--- src/rtl/muldiv_pkg.sv ---
// Shared types for the multiply/divide unit: operation codes, controller states
// and the signedness decode.
package muldiv_pkg;

    typedef enum logic [3:0] {
        OP_MUL   = 4'd0,
        OP_MULU  = 4'd1,
        OP_MAD   = 4'd2,
        OP_MADU  = 4'd3,
        OP_MSUB  = 4'd4,
        OP_MSUBU = 4'd5,
        OP_DIV   = 4'd6,
        OP_DIVU  = 4'd7,
        OP_MTHI  = 4'd8,
        OP_MTLO  = 4'd9
    } op_t;

    typedef enum logic [1:0] {
        ST_IDLE,
        ST_MUL,
        ST_DIV,
        ST_FIX
    } state_t;

    // Even codes are the signed variants of each arithmetic pair.
    function automatic logic is_signed(input op_t o);
        logic [3:0] code;
        code = o;
        return ~code[0];
    endfunction

endpackage

--- src/rtl/muldiv_sdiv_core.sv ---
// Unsigned W-bit restoring divider: one quotient bit per cycle, W cycles per divide.
// Operates on magnitudes only; sign handling lives in the parent.
module sdiv_core #(
    parameter int W = 32
) (
    input  logic         clk,
    input  logic         rst,
    input  logic         start,
    input  logic         clear,
    input  logic [W-1:0] dividend,
    input  logic [W-1:0] divisor,
    output logic         busy,
    output logic         last_step,
    output logic [W-1:0] quotient,
    output logic [W-1:0] remainder
);

    logic [2*W-1:0] rq;
    logic [W-1:0]   dvs;
    logic [W-1:0]   cnt;
    logic [W:0]     partial;
    logic [W:0]     trial;

    // Partial remainder shifted left with the next dividend bit; needs W+1 bits.
    always_comb begin
        partial = rq[2*W-1:W-1];
        trial   = partial - {1'b0, dvs};
    end

    always_ff @(posedge clk or posedge rst) begin
        if (rst) begin
            rq   <= '0;
            dvs  <= '0;
            cnt  <= '0;
            busy <= 1'b0;
        end else if (clear) begin
            rq   <= '0;
            dvs  <= '0;
            cnt  <= '0;
            busy <= 1'b0;
        end else if (start) begin
            rq   <= {{W{1'b0}}, dividend};
            dvs  <= divisor;
            cnt  <= W'(W - 1);
            busy <= 1'b1;
        end else if (busy) begin
            if (trial[W])
                rq <= {partial[W-1:0], rq[W-2:0], 1'b0};
            else
                rq <= {trial[W-1:0], rq[W-2:0], 1'b1};
            if (cnt == '0)
                busy <= 1'b0;
            else
                cnt <= cnt - 1'b1;
        end
    end

    assign last_step = busy && (cnt == '0);
    assign quotient  = rq[W-1:0];
    assign remainder = rq[2*W-1:W];

endmodule

--- src/rtl/muldiv_unit.sv ---
// Multiply/divide unit owning the HI/LO pair; mul-class ops take one busy cycle, divides W+1.
// Define MULDIV_MSUB_EN to implement MSUB/MSUBU; otherwise OP 4/5 are no-ops.
module muldiv_unit
    import muldiv_pkg::*;
#(
    parameter int W = 32
) (
    input  logic         clk,
    input  logic         rst,
    input  logic         en,
    input  op_t          op,
    input  logic         kill,
    input  logic [W-1:0] a,
    input  logic [W-1:0] b,
    output logic [W-1:0] hi,
    output logic [W-1:0] lo,
    output logic         busy,
    output logic         done
);

    state_t         state, state_next;
    op_t            op_q;
    logic [2*W-1:0] prod_q, acc, acc_sum, a_ext, b_ext;
    logic           accept, do_mul, do_div, sgn;
    logic           q_neg, r_neg, zero_div;
    logic [W-1:0]   a_hold, a_mag, b_mag;
    logic [W-1:0]   div_q, div_r, quo_fix, rem_fix;
    logic           div_busy, div_last, div_clear;

    always_comb begin
        accept = en && !kill && (state == ST_IDLE);
        do_mul = 1'b0;
        do_div = 1'b0;
        case (op)
            OP_MUL, OP_MULU, OP_MAD, OP_MADU: do_mul = 1'b1;
`ifdef MULDIV_MSUB_EN
            OP_MSUB, OP_MSUBU:                do_mul = 1'b1;
`endif
            OP_DIV, OP_DIVU:                  do_div = 1'b1;
            default: ;
        endcase
        sgn   = is_signed(op);
        a_ext = {{W{sgn & a[W-1]}}, a};
        b_ext = {{W{sgn & b[W-1]}}, b};
        a_mag = (sgn && a[W-1]) ? -a : a;
        b_mag = (sgn && b[W-1]) ? -b : b;
    end

    always_comb begin
        state_next = state;
        case (state)
            ST_IDLE: begin
                if (accept && do_mul)
                    state_next = ST_MUL;
                else if (accept && do_div)
                    state_next = ST_DIV;
            end
            ST_MUL: state_next = ST_IDLE;
            ST_DIV: if (div_last || !div_busy) state_next = ST_FIX;
            ST_FIX: state_next = ST_IDLE;
            default: state_next = ST_IDLE;
        endcase
        if (kill && state != ST_IDLE)
            state_next = ST_IDLE;
        div_clear = kill && (state != ST_IDLE);
    end

    always_comb begin
        acc = {hi, lo};
        case (op_q)
            OP_MAD, OP_MADU:   acc_sum = acc + prod_q;
`ifdef MULDIV_MSUB_EN
            OP_MSUB, OP_MSUBU: acc_sum = acc - prod_q;
`endif
            default:           acc_sum = prod_q;
        endcase
        quo_fix = q_neg ? -div_q : div_q;
        rem_fix = r_neg ? -div_r : div_r;
    end

    always_ff @(posedge clk or posedge rst) begin
        if (rst) begin
            state <= ST_IDLE;
            busy  <= 1'b0;
            done  <= 1'b0;
        end else begin
            state <= state_next;
            busy  <= (state_next != ST_IDLE);
            done  <= ((state == ST_MUL) || (state == ST_FIX)) && !kill;
        end
    end

    always_ff @(posedge clk or posedge rst) begin
        if (rst) begin
            hi       <= '0;
            lo       <= '0;
            prod_q   <= '0;
            op_q     <= OP_MUL;
            q_neg    <= 1'b0;
            r_neg    <= 1'b0;
            zero_div <= 1'b0;
            a_hold   <= '0;
        end else begin
            if (accept && op == OP_MTHI)
                hi <= a;
            if (accept && op == OP_MTLO)
                lo <= a;
            if (accept && do_mul) begin
                prod_q <= a_ext * b_ext;
                op_q   <= op;
            end
            if (accept && do_div) begin
                q_neg    <= sgn & (a[W-1] ^ b[W-1]);
                r_neg    <= sgn & a[W-1];
                zero_div <= (b == '0);
                a_hold   <= a;
            end
            if (!kill && state == ST_MUL)
                {hi, lo} <= acc_sum;
            // Division by zero bypasses the fixup so HI returns the raw dividend.
            if (!kill && state == ST_FIX) begin
                if (zero_div)
                    {hi, lo} <= {a_hold, {W{1'b1}}};
                else
                    {hi, lo} <= {rem_fix, quo_fix};
            end
        end
    end

    sdiv_core #(.W(W)) u_div (
        .clk       (clk),
        .rst       (rst),
        .start     (accept && do_div),
        .clear     (div_clear),
        .dividend  (a_mag),
        .divisor   (b_mag),
        .busy      (div_busy),
        .last_step (div_last),
        .quotient  (div_q),
        .remainder (div_r)
    );

endmodule

--- config.mk ---
export PLATFORM = sky130hd
export DESIGN_NAME = muldiv_unit
export DESIGN_NICKNAME = d
export VERILOG_FILES = /design/src/rtl/muldiv_pkg.sv /design/src/rtl/muldiv_sdiv_core.sv /design/src/rtl/muldiv_unit.sv
export SDC_FILE = /design/constraint.sdc
export NUM_CORES = 2
export LEC_CHECK = 0
export CORE_MARGIN = 2
export CORE_UTILIZATION = 52
export CTS_BUF_LIST = sky130_fd_sc_hd__clkbuf_4
export DETAILED_ROUTE_END_ITERATION = 6
export HOLD_SLACK_MARGIN = 0.06
export PLACE_DENSITY = 0.69
export SYNTH_ARGS = -nofsm -noshare
export SYNTH_HDL_FRONTEND = slang
export SYNTH_SLANG_ARGS = --single-unit
--- constraint.sdc ---
create_clock -name clk -period 24.8 [get_ports clk]
set_clock_uncertainty 0.2 [all_clocks]
set_input_delay 3.72 -clock clk [delete_from_list [all_inputs] [get_ports clk]]
set_output_delay 3.72 -clock clk [all_outputs]
set_load 0.05 [all_outputs]
Yosys cells after proc, flatten, opt, wreduce, memory -nomap -nowiden --
Index checks and enable logic that the tools add are counted.
Word-level totals: register bits 300, bits in latches 0, memory bits (writable) 0, ROM bits 0, input port bits 72, output and inout bits 66, logic and storage cells 107, memories 0
Operators by class: add/subtract/negate cells 7, multiply operators 1, divide/modulo/power cells 0, $lt $le $gt $ge 0, equal/unequal tests 13, shift operators 0, mux-type cells 34, bitwise operators 5, reductions and logical operators 32
Operators by type and width (count):
- $mux 32 | 18
- $mux 64 | 5
- $neg 32->32 | 4
- $add 64x64->64 | 1
- $logic_not 32->1 | 2
- $mul 33x33->64 | 1
- $sub 33x32->33 | 1
- $sub 32x1->32 const B | 1
- $eq 4x2->1 const B | 4
- $logic_and 1x1->1 | 13
- $reduce_bool 3->1 | 3
- $eq 4x3->1 const B | 2
- $eq 4x4->1 const B | 2
- $mux 2 | 4
- $mux 1 | 6
- $pmux 2 s3 | 1
- $reduce_bool 2->1 | 3
- $reduce_or 2->1 | 3
- $eq 2x2->1 const B | 2
- $eq 4x1->1 const B | 1
- $logic_not 4->1 | 1
- $reduce_or 4->1 | 1
- $and 1x1->1 | 3
- $ne 3x2->1 const B | 1
- other kinds (7) | 9

Longest topological paths before layout --
depth in word-level cells 9, gate-level depth with buffers 33, depth with buffers taken out 28

Hierarchy --
Synthesis repeated with hierarchy kept, for this count alone.
Second synthesis, totals: cell total of the unflattened synthesis 6804, area, all modules 59527.1 sq um
By module, submodules not included:
- muldiv_unit | instances 1, cells each 5885, area each 51466.9 sq um, sequential area each 4254.1 sq um
- sdiv_core | instances 1, cells each 919, area each 8060.2 sq um, sequential area each 3228.1 sq um

Worst setup path after synthesis --
No wires, ideal clock.
path type input to register, start point input port a[31], end point register prod_q[61], library setup time 0.134 ns, arrival 11.577 ns, data required time 24.466 ns, setup slack 12.890 ns, stages 30, buffers on the path 4, cells stage by stage clkbuf_1 -> nor2b_1 -> clkbuf_1 -> clkbuf_1 -> clkbuf_1 -> nand2_1 -> inv_1 -> fa_1 -> fa_1 -> fa_1 -> inv_1 -> fa_1 -> inv_1 -> fa_1 -> inv_1 -> fa_1 -> fa_1 -> fa_1 -> inv_1 -> ha_1 -> nand3_1 -> nor2_1 -> nand4_1 -> a221oi_1 -> o21ai_0 -> o21ai_0 -> a31oi_1 -> o31ai_1 -> xnor2_1 -> o21ai_0
On the way: cells in the longest elaborated chain, start to end 2
RTL lines:
- start, declared | line muldiv_unit.sv:13 | input logic [W-1:0] a,
- $and 1x1->1 | line muldiv_unit.sv:43 | a_ext = {{W{sgn & a[W-1]}}, a};
- $mul 33x33->64 (*) | line muldiv_unit.sv:109 | prod_q <= a_ext * b_ext;
- end signal, assigned | line muldiv_unit.sv:109
- end, declared | line muldiv_unit.sv:23 | logic [2*W-1:0] prod_q, acc, acc_sum, a_ext, b_ext;
Mark *: on every way between the ends. The rest lies on a longest branch, timed or not. A chain may end at the register's enable or synchronous reset.

Final worst setup path --
start point input port op[0], end point register prod_q[61]
On the way: cells in the longest elaborated chain, start to end 4, elaborated cells between the ends (all ways) 11, those cells by class mul: 1; eq/ne: 3; mux: 1; bitwise: 3; reduce/logical: 3
RTL lines:
- start, declared | line muldiv_unit.sv:11 | input op_t op,
- parallel branches: the longest is 4 deep, another holds $mul 33x33->64
Parallel ways; which one is timed is not known.

==> out/qor.yml <==
layout:
  n_fill_cell: 10400
  drive_gt1_frac: 0.0490
  finalNetCount: 8212
  syn2layout_area_growth_pct: 6.14
  fin_area_mm2: 0.0628
clock_network:
  clock_path_buffers: 3
  clock_sinks: 299
  worst_skew_pair.late_latency_ns: 0.88
  cts_tree: "done"
  root_buffer: "clkbuf_4"
  cts_made_buffers: 89
  post-cts-setup-buffer-count: 0
  htree_levels: 3
  clk_pin_slew_ns: 0.07
  cts_hold_buffers: 0
  cts_resized: 0
yosys:
  ys.flop_type: "dfrtp_1"
  synth_warnings: 0
  synth_edf_count: 0
  ys_seq_area_frac: 0.126
  ys_ff_latch: 299
  synth_fp_nets: 8286
  avgSynthCellArea_um2: 8.74
  async_flop_share: 1.00
  syn_area_mm2: 0.0592
  synthCells: 6774
  synth_cell_types: 77
grt:
  grt_max_degree: 73
  overflow: 0
  grt_pass1_wl_um: 302000
  grt_usage: 0.341
  first_global_vias: 50500
  grt_antenna_before_repair: 11
timing:
  relSlewSlack: 0.188
  rsz0062_at_grt: "false"
  hold_violations: 0
  fin_crit_ns: 12.99
  max_freq_mhz: 77.0
  post-route-period-util: 0.524
  fin_setup_tns_ns: 0
  drv_slew: 0
  worst_pin_slew_ns: 1.20
  finalSetupViolCount: 0
worst_setup_path:
  r2r_slack_ns: 20.13
  crit_required_ns: 25.29
  start_kind: "primary input"
  crit_start: "op[0]"
  worstSetupPathType: "in2reg"
  slowest_delay_ns: 0.67
  crit_path_top_delay_cell: "nand2b_1"
  cp_top_family: "adder cells"
  critPathBufInv: 6
  crit_path_end_kind: "register"
  worst-endpoint-arrival_ns: 13.48
  worst-path-max-fanout: 17
  path_common_cell: "fa_1"
  r2r_start: "u_div.rq[31]"
floorplan:
  die_area_mm2: 0.117
  io_pins: 138
  die_w_um: 341
  coreArea_mm2: 0.113
  start_util: 0.526
  die_y_um: 341
  rows: 123
placement:
  io_buffers: 137
  gp_congestion: 1.01
  placed_cell_area_mm2: 0.0617
  place_hpwl_um: 150000
routing:
  wl_per_cell_um: 23.6
  firstDrtPassIters: 6
  drc: 0
  first_iter_violations: 4366
  viasPerCell: 5.90
  via_count: 48800
  final_antenna_net_count: 0
  routed_wl_um: 196000
hold_path:
  hp-start: "a_hold[7]"
  hold_path_class: "reg2reg"
flow_run:
  maxCapViolations: 0
outcome:
  status: "complete, no violations"
[cells in the final DEF, fill, tap and decap left out, types with 43 or more instances in the layout]
| cell type | n |
|---|---|
| clkdlybuf4s50_1 | 107 |
| nand2_1 | 1093 |
| dfrtp_1 | 297 |
| o21ai_0 | 330 |
| and2_1 | 390 |
| fa_1 | 1127 |
| xnor2_1 | 184 |
| inv_1 | 1166 |
| nor3_1 | 48 |
| xor2_1 | 107 |
| a211oi_1 | 43 |
| mux2i_1 | 74 |
| a21oi_1 | 272 |
| nand3_1 | 66 |
| nor2_1 | 205 |
| clkbuf_4 | 128 |
| buf_4 | 114 |
| nand2b_1 | 43 |
| a21o_1 | 89 |
| ha_1 | 313 |
[cells by family (layout without fill, tap and decap cells)]
| kind of cell | after synthesis | after routing | synth area share |
|---|---|---|---|
| adder cells (fa/ha/maj) | 1440 | 1440 | 0.447 |
| XOR/XNOR | 292 | 292 | 0.0432 |
| multiplexers | 83 | 83 | 0.0142 |
| AND/OR/NAND/NOR | 2033 | 2033 | 0.160 |
| buffers and inverters | 1585 | 1580 | 0.101 |
| flip-flops | 299 | 299 | 0.126 |
| other | 0 | 7 | 0 |
| AO/OA/AOI/OAI | 1042 | 1042 | 0.109 |
[synthesized netlist by cell type, drive strengths merged (5+ instances only)]
library cell	count	area, um2
nand4	33	206
fa	1127	22600
a21boi	7	52.6
a211o	5	43.8
nor4	22	159
mux2	9	101
clkbuf	370	1390
o21bai	36	270
and4	7	61.3
a221oi	11	96.3
a311oi	10	87.6
inv	1167	4380
a21oi	273	1370
o311ai	6	52.6
o221ai	25	219
o41ai	18	173
o22ai	15	93.8
nand2	1094	4110
nand3b	13	97.6
buf	46	174
nand3	66	330
a31oi	35	219
o31ai	33	248
a21o	89	668
o21ai	332	1660
xnor2	185	1620
nand2b	43	269
nor2	206	773
or4	15	124
o21a	20	150
or2	9	56.3
and2	390	2440
mux2i	74	741
nor3	50	250
o211ai	38	285
xor2	107	937
and3	24	150
dfrtp	299	7480
or3	28	185
nor3b	7	52.6
ha	313	3920
a211oi	43	323
nor2b	17	106
nor4b	5	43.8
a221o	7	70.1
[layer usage]
| metal | track usage | wire [um] | vias up |
|---|---|---|---|
| li1 | - | - | 21000 |
| met1 | 0.446 | 75300 | 24800 |
| met2 | 0.545 | 90000 | 2469 |
| met3 | 0.0668 | 19100 | 517 |
| met4 | 0.167 | 11200 | 0 |
| met5 | 0 | 0 | - |
[stage by stage]
step / hold WS [ns] / setup WS, ns / instances / util
after floorplan: 0.246 / 12.62 / 6774 / -
after detailed placement: 0.263 / 11.10 / 8109 / 0.547
after global routing: 0.302 / 11.63 / 8270 / 0.558
after global placement: 0.258 / 11.30 / 8109 / 0.547
final: 0.278 / 11.81 / 8276 / 0.558
after CTS: 0.279 / 11.95 / 8269 / 0.558
[worst min-delay path, delay by kind of cell (launching register included)]
family,cells,cell delay (ns)
simple gates,2,0.10
flops,1,0.34
[path summary, 6_finish.rpt]
path	to	cells after the start
min in group asynchronous	hi[21]	2
worst min register to register	a_hold[7]	2
worst min-delay path	a_hold[7]	2
worst max-delay path	prod_q[61]	27
worst max register to register	u_div.rq[60]	15
max in group asynchronous	prod_q[30]	4
[flip-flops by register name, summed over array words and instances (netlist names), 2 cells and up]
register and flops:
prod_q 64, u_div.rq 64, a_hold 32, hi 32
lo 32, u_div.cnt 32, u_div.dvs 32, op_q 3
state 2
[area by class of cell]
cell class / count / area, um2 / area share
repair buffers: 251 / 2080 / 0.0331
multi-input cells: 4890 / 45800 / 0.729
clock buffers: 128 / 961 / 0.0153
well taps: 1500 / 1880 / 0.0299
diodes: 7 / 17.5 / 0.000279
flip-flops and latches: 299 / 7490 / 0.119
inverters: 1169 / 4400 / 0.0700
clock inverters: 32 / 193 / 0.00307
Power is left out: the tool's default activity adds up to more than one toggle a clock period on the data nets, which glitch-free logic cannot reach.
